<file path="src/rtl/axi_sram_slave.sv">
// AXI3-style slave bridging single-outstanding bursts onto a synchronous word-wide SRAM.
// One transaction is in flight at a time; reads take priority over writes in idle.
module axi_sram_slave #(
  parameter int unsigned RAM_AW = 16
) (
  input  logic              aclk,
  input  logic              aresetn,
  // AR channel
  input  logic [3:0]        arid,
  input  logic [31:0]       araddr,
  input  logic [3:0]        arlen,
  input  logic [2:0]        arsize,
  input  logic [1:0]        arburst,
  input  logic              arvalid,
  output logic              arready,
  // R channel
  output logic [3:0]        rid,
  output logic [31:0]       rdata,
  output logic [1:0]        rresp,
  output logic              rlast,
  output logic              rvalid,
  input  logic              rready,
  // AW channel
  input  logic [3:0]        awid,
  input  logic [31:0]       awaddr,
  input  logic [3:0]        awlen,
  input  logic [2:0]        awsize,
  input  logic [1:0]        awburst,
  input  logic              awvalid,
  output logic              awready,
  // W channel
  input  logic [31:0]       wdata,
  input  logic [3:0]        wstrb,
  input  logic              wlast,
  input  logic              wvalid,
  output logic              wready,
  // B channel
  output logic [3:0]        bid,
  output logic [1:0]        bresp,
  output logic              bvalid,
  input  logic              bready,
  // SRAM port
  output logic              ram_en,
  output logic [3:0]        ram_wen,
  output logic [RAM_AW-1:0] ram_addr,
  output logic [31:0]       ram_wdata,
  input  logic [31:0]       ram_rdata
);

  typedef enum logic [1:0] {StIdle, StRd, StWr, StWresp} state_e;

  state_e      state_q, state_d;
  logic [3:0]  id_q, id_d;
  logic [31:0] addr_q, addr_d;
  logic [3:0]  len_q, len_d;
  logic [2:0]  size_q, size_d;
  logic [1:0]  burst_q, burst_d;
  logic [3:0]  cnt_q, cnt_d;
  logic        err_q, err_d;
  logic [31:0] addr_nxt;

  function automatic logic [31:0] next_addr(input logic [31:0] a, input logic [3:0] len,
                                            input logic [2:0] size, input logic [1:0] burst);
    logic [1:0]  sz;
    logic [31:0] incr;
    logic [31:0] mask;
    logic [31:0] res;
    sz   = (size > 3'd2) ? 2'd2 : size[1:0];
    incr = 32'd1 << sz;
    // Wrap window is (len+1) beats of the transfer size, aligned to its own length.
    mask = (({28'd0, len} + 32'd1) << sz) - 32'd1;
    case (burst)
      2'b00:   res = a;
      2'b10:   res = (a & ~mask) | ((a + incr) & mask);
      default: res = a + incr;
    endcase
    return res;
  endfunction

  assign addr_nxt = next_addr(addr_q, len_q, size_q, burst_q);

  always_comb begin
    state_d   = state_q;
    id_d      = id_q;
    addr_d    = addr_q;
    len_d     = len_q;
    size_d    = size_q;
    burst_d   = burst_q;
    cnt_d     = cnt_q;
    err_d     = err_q;
    arready   = 1'b0;
    awready   = 1'b0;
    wready    = 1'b0;
    rvalid    = 1'b0;
    rlast     = 1'b0;
    bvalid    = 1'b0;
    bresp     = 2'b00;
    rresp     = 2'b00;
    rid       = id_q;
    bid       = id_q;
    rdata     = ram_rdata;
    ram_en    = 1'b0;
    ram_wen   = 4'b0000;
    ram_addr  = addr_q[RAM_AW+1:2];
    ram_wdata = wdata;

    unique case (state_q)
      StIdle: begin
        arready = 1'b1;
        awready = ~arvalid;
        if (arvalid) begin
          id_d     = arid;
          addr_d   = araddr;
          len_d    = arlen;
          size_d   = arsize;
          burst_d  = arburst;
          cnt_d    = 4'd0;
          err_d    = 1'b0;
          ram_en   = 1'b1;
          ram_addr = araddr[RAM_AW+1:2];
          state_d  = StRd;
        end else if (awvalid) begin
          id_d    = awid;
          addr_d  = awaddr;
          len_d   = awlen;
          size_d  = awsize;
          burst_d = awburst;
          cnt_d   = 4'd0;
          err_d   = 1'b0;
          state_d = StWr;
        end
      end
      StRd: begin
        rvalid = 1'b1;
        rlast  = (cnt_q == len_q);
        if (rready) begin
          if (cnt_q == len_q) begin
            state_d = StIdle;
          end else begin
            cnt_d    = cnt_q + 4'd1;
            addr_d   = addr_nxt;
            ram_en   = 1'b1;
            ram_addr = addr_nxt[RAM_AW+1:2];
          end
        end
      end
      StWr: begin
        wready = 1'b1;
        if (wvalid) begin
          // Inside WR the error flag can only have come from an overrun beat.
          if (cnt_q <= len_q && !err_q) begin
            ram_en  = 1'b1;
            ram_wen = wstrb;
          end else begin
            err_d = 1'b1;
          end
          cnt_d  = (cnt_q == 4'hF) ? cnt_q : cnt_q + 4'd1;
          addr_d = addr_nxt;
          if (wlast) begin
            if (cnt_q != len_q) err_d = 1'b1;
            state_d = StWresp;
          end
        end
      end
      StWresp: begin
        bvalid = 1'b1;
        bresp  = err_q ? 2'b10 : 2'b00;
        if (bready) begin
          err_d   = 1'b0;
          state_d = StIdle;
        end
      end
      default: state_d = StIdle;
    endcase
  end

  always_ff @(posedge aclk or negedge aresetn) begin
    if (!aresetn) begin
      state_q <= StIdle;
      id_q    <= 4'd0;
      addr_q  <= 32'd0;
      len_q   <= 4'd0;
      size_q  <= 3'd0;
      burst_q <= 2'd0;
      cnt_q   <= 4'd0;
      err_q   <= 1'b0;
    end else begin
      state_q <= state_d;
      id_q    <= id_d;
      addr_q  <= addr_d;
      len_q   <= len_d;
      size_q  <= size_d;
      burst_q <= burst_d;
      cnt_q   <= cnt_d;
      err_q   <= err_d;
    end
  end

endmodule
</file>
<file path="config.mk">
export PLATFORM = sky130hd
export DESIGN_NAME = axi_sram_slave
export DESIGN_NICKNAME = d
export VERILOG_FILES = /design/src/rtl/axi_sram_slave.sv
export SDC_FILE = /design/constraint.sdc
export NUM_CORES = 1
export LEC_CHECK = 0
export ABC_AREA = 1
export CAP_MARGIN = 40
export CORE_UTILIZATION = 40
export CTS_BUF_LIST = sky130_fd_sc_hd__clkbuf_8
export CTS_CLUSTER_DIAMETER = 80
export CTS_CLUSTER_SIZE = 40
export DETAILED_ROUTE_END_ITERATION = 6
export GPL_TIMING_DRIVEN = 0
export PLACE_DENSITY = 0.83
export SLEW_MARGIN = 20
export SYNTH_ARGS = -nofsm -noshare
export SYNTH_HDL_FRONTEND = slang
export SYNTH_SLANG_ARGS = --single-unit
</file>
<file path="constraint.sdc">
create_clock -name aclk -period 3.9 [get_ports aclk]
set_input_delay 0.585 -clock aclk [delete_from_list [all_inputs] [get_ports aclk]]
set_output_delay 0.585 -clock aclk [all_outputs]
set_load 0.1 [all_outputs]
</file>
==> flow_summary.ini <==
[synthesis]
syn_inst = 772
ys_warn_count = 0
synthArstFlopShare_pct = 100.0
synth.distinct_cells = 43
ys_ff_latch = 38
netlist_area_mm2 = 0.004722
synth_edf_count = 0
avgSynthCellArea_um2 = 6.117
seq_area_frac_synth_pct = 20.14
synthFlopType = dfrtp_1

[detailed_routing]
firstDrtPassIters = 7
met3_length_um = 2541
via_per_inst = 5.696
route.vias.total = 6966
drt-met1-wl_um = 7323
wl_met2_um = 11200
highest_layer = met4
wire_per_inst_um = 18.76
wl_um = 22940
drt_iter0_markers = 1090
drc = 0
antenna_left = 0

[critical_path]
critPathRequiredTime_ns = 4.15
cp_common_cell = buf_4
critical_path_peak_fanout = 4
cp_data_arrival_time_ns = 4.12
critPathMaxStageDelay_ns = 0.41
crit_slowest_cell = fa_2
critPathCaptureType = flop
startpoint_type = flop
path_class = flop to flop

[floorplanning]
start_util_pct = 41.18
die_h_um = 110.7
die_w_um = 110.7
die_area_mm2 = 0.01224
design.core.area_mm2 = 0.01147
io_pins = 269
rows = 39

[global_routing]
grt_antenna_before_repair = 0
grt_pass1_wl_um = 34520
grt_pass1_vias = 7002
grt_max_degree = 24
globalRouteOverflowTotal = 0
grt_use_total_pct = 35.37

[power]
p_leak_nw = 4.269
comb_power_share_pct = 86.4
irDropWorstVdd_uv = 1072
power_frac_seq_pct = 9.6
power_frac_clock_pct = 4.0
intPower_mw = 3.556
power_switching_share_pct = 61.19
p_per_area_mw_per_mm2 = 1054
p_sw_mw = 5.608
report.power.total_mw = 9.164

[cells_and_area]
drive_gt1_share_pct = 26.02
fill_cells = 682
finalNetCount = 1264
area_growth_pct = 84.10
seq_area_um2 = 953.4
n_antenna_cell = 0
stdcell_count = 1223
multi_input_area_mm2 = 0.002928

[clock_network]
clkSinkCount = 38
cts_buffers = 5
clk_latency_ns = 0.30
cts_tree = done
ctsRootBufferMaster = clkbuf_8
path_clk_slew_ns = 0.09
htreeDepth = 2
clockBufferDepth = 2

[timing]
hold_violations = 0
clock_skew_ns = 0.01519
rsz0062_at_grt = yes
setup_viol = 0
fin_crit_sh_pct = 99.21
finalCriticalPeriod_ns = 3.869
max_clock_freq_mhz = 258.5
tightestPinTransition_ns = 0.8588
slew_headroom_pct = 42.75
final_max_slew_viol_count = 0

[place]
dp_hpwl_um = 17400
gp_congestion = 0.9575
port_buffers = 172
dp_cells = 1191

[outcome]
status = completed

[job]
drv_cap = 0

[worst_hold_path]
hold_path.class = primary input to async pin
==> kinds of logic (layout without fill, tap and decap cells) <==
logic type                 Yosys count  after routing  share of synthesized area, %
xor gates and xnor gates            13             13                         2.411
and+or+nand+nor                    383            383                         35.11
other                                2              5                        0.1590
adders and majority gates           18             18                         4.928
DFF                                 38             38                         20.14
buffers and inverters              181            486                         20.27
AOI/OAI and AO/OA                  137            137                         16.98
==> layer usage <==
metal | vias to the layer above | GRT usage, %
li1 | 3036 | -
met1 | 3124 | 38.15
met2 | 603 | 62.28
met3 | 203 | 7.326
met4 | 0 | 23.38
met5 | - | 0.8333
==> power groups by stage <==
stage	combinational, mW	sequential [mW]	clock (mW)
finish	7.92	0.881	0.364
global route	8.28	0.896	0.373
CTS	7.45	0.854	0.353
detailed placement	7.23	0.867	0
global placement	6.01	0.854	0
floorplan	4.57	0.927	0
==> sequential cells by signal, indices dropped and copies added (netlist names) <==
register and count:
addr_q 18, bid 4, burst_q 2, cnt_q 4, err_q 1, len_q 4
size_q 3, state_q 2
==> layout make-up <==
cell class,count,share of cell area (%)
Timing Repair Buffer,298,40.90
Multi-Input combinational cell,556,33.68
Sequential cell,38,10.97
Buffer,101,7.614
Inverter,80,3.483
Tap cell,143,2.058
Clock buffer,6,0.9499
Clock inverter,1,0.3454
==> stage by stage <==
| step | cell area (um2) | util (%) | hold WS (ns) | TNS [ns] | setup slack [ns] |
|---|---|---|---|---|---|
| 2_1_floorplan | 4743 | - | 0.2894 | 0 | 0.1013 |
| 3_3_place_gp | 6644 | 57.94 | 0.5316 | -3.737 | -0.4460 |
| 3_5_place_dp | 8255 | 71.99 | 0.5403 | -0.1719 | -0.1148 |
| 4_1_cts | 8504 | 74.16 | 0.2372 | 0 | 0.01017 |
| 5_1_grt | 8693 | 75.81 | 0.2517 | -0.4494 | -0.2443 |
| 6_report | 8693 | 75.81 | 0.2265 | 0 | 0.03097 |
==> final timing paths <==
check,start,cells past startpoint,end,slack [ns]
max in group asynchronous,aresetn,2,len_q[1],3.18
min in group aclk,cnt_q[1],2,cnt_q[1],0.57
setup / recovery,size_q[1],28,addr_q[16],0.03
setup reg to reg,size_q[1],28,addr_q[16],0.03
hold reg to reg,cnt_q[1],2,cnt_q[1],0.57
hold / removal,aresetn,1,err_q,0.23
==> what timing repair did <==
action | in CTS | in global routing
pin swaps | 6 | 11
setup buffers | 19 | 15
hold buffers | 0 | 0
gates resized for setup | 17 | 31
setup endpoints to repair | 14 | 10
==> critical path, delay by kind of cell, from the launching register on <==
kind	cells	cell delay, ns
AO/OA/AOI/OAI	3	0.51
buffers and inverters	15	1.65
AND/OR/NAND/NOR	7	0.52
XOR/XNOR	1	0.18
flip-flops	1	0.40
adder cells (fa/ha/maj)	2	0.56
==> cells in the mapped netlist (4+ instances only) <==
library cell,instances,area [um2]
nor3_1,5,25.02
nand2_2,4,25.02
a22oi_1,15,112.6
a21oi_1,55,275.3
inv_1,76,285.3
o21ai_1,10,50.05
nor2_2,5,31.28
dfrtp_1,38,950.9
a31oi_1,24,150.1
o211ai_1,4,30.03
buf_2,8,40.04
o22ai_1,5,31.28
nand3_1,41,205.2
nor2_4,4,45.04
nand2_1,249,934.7
clkbuf_1,21,78.83
xor2_1,11,96.34
o21ai_0,16,80.08
buf_4,71,533.0
nand4_1,6,37.54
nand3_2,4,40.04
nor2_1,56,210.2
ha_1,17,212.7
==> cells in the final DEF (no fill, tap or decap), drive strengths merged, types with 2 or more instances in the layout <==
master	count
nand2	256
buf	214
clkdlybuf4s50	162
inv	80
nor2	66
a21oi	55
nand3	45
dfrtp	38
clkbuf	28
o21ai	28
a31oi	25
ha	17
a22oi	15
xor2	11
nand4	7
nor3	5
o22ai	5
conb	5
o211ai	4
xnor2	2
No activity file was read; power rests on OpenSTA's default activity.
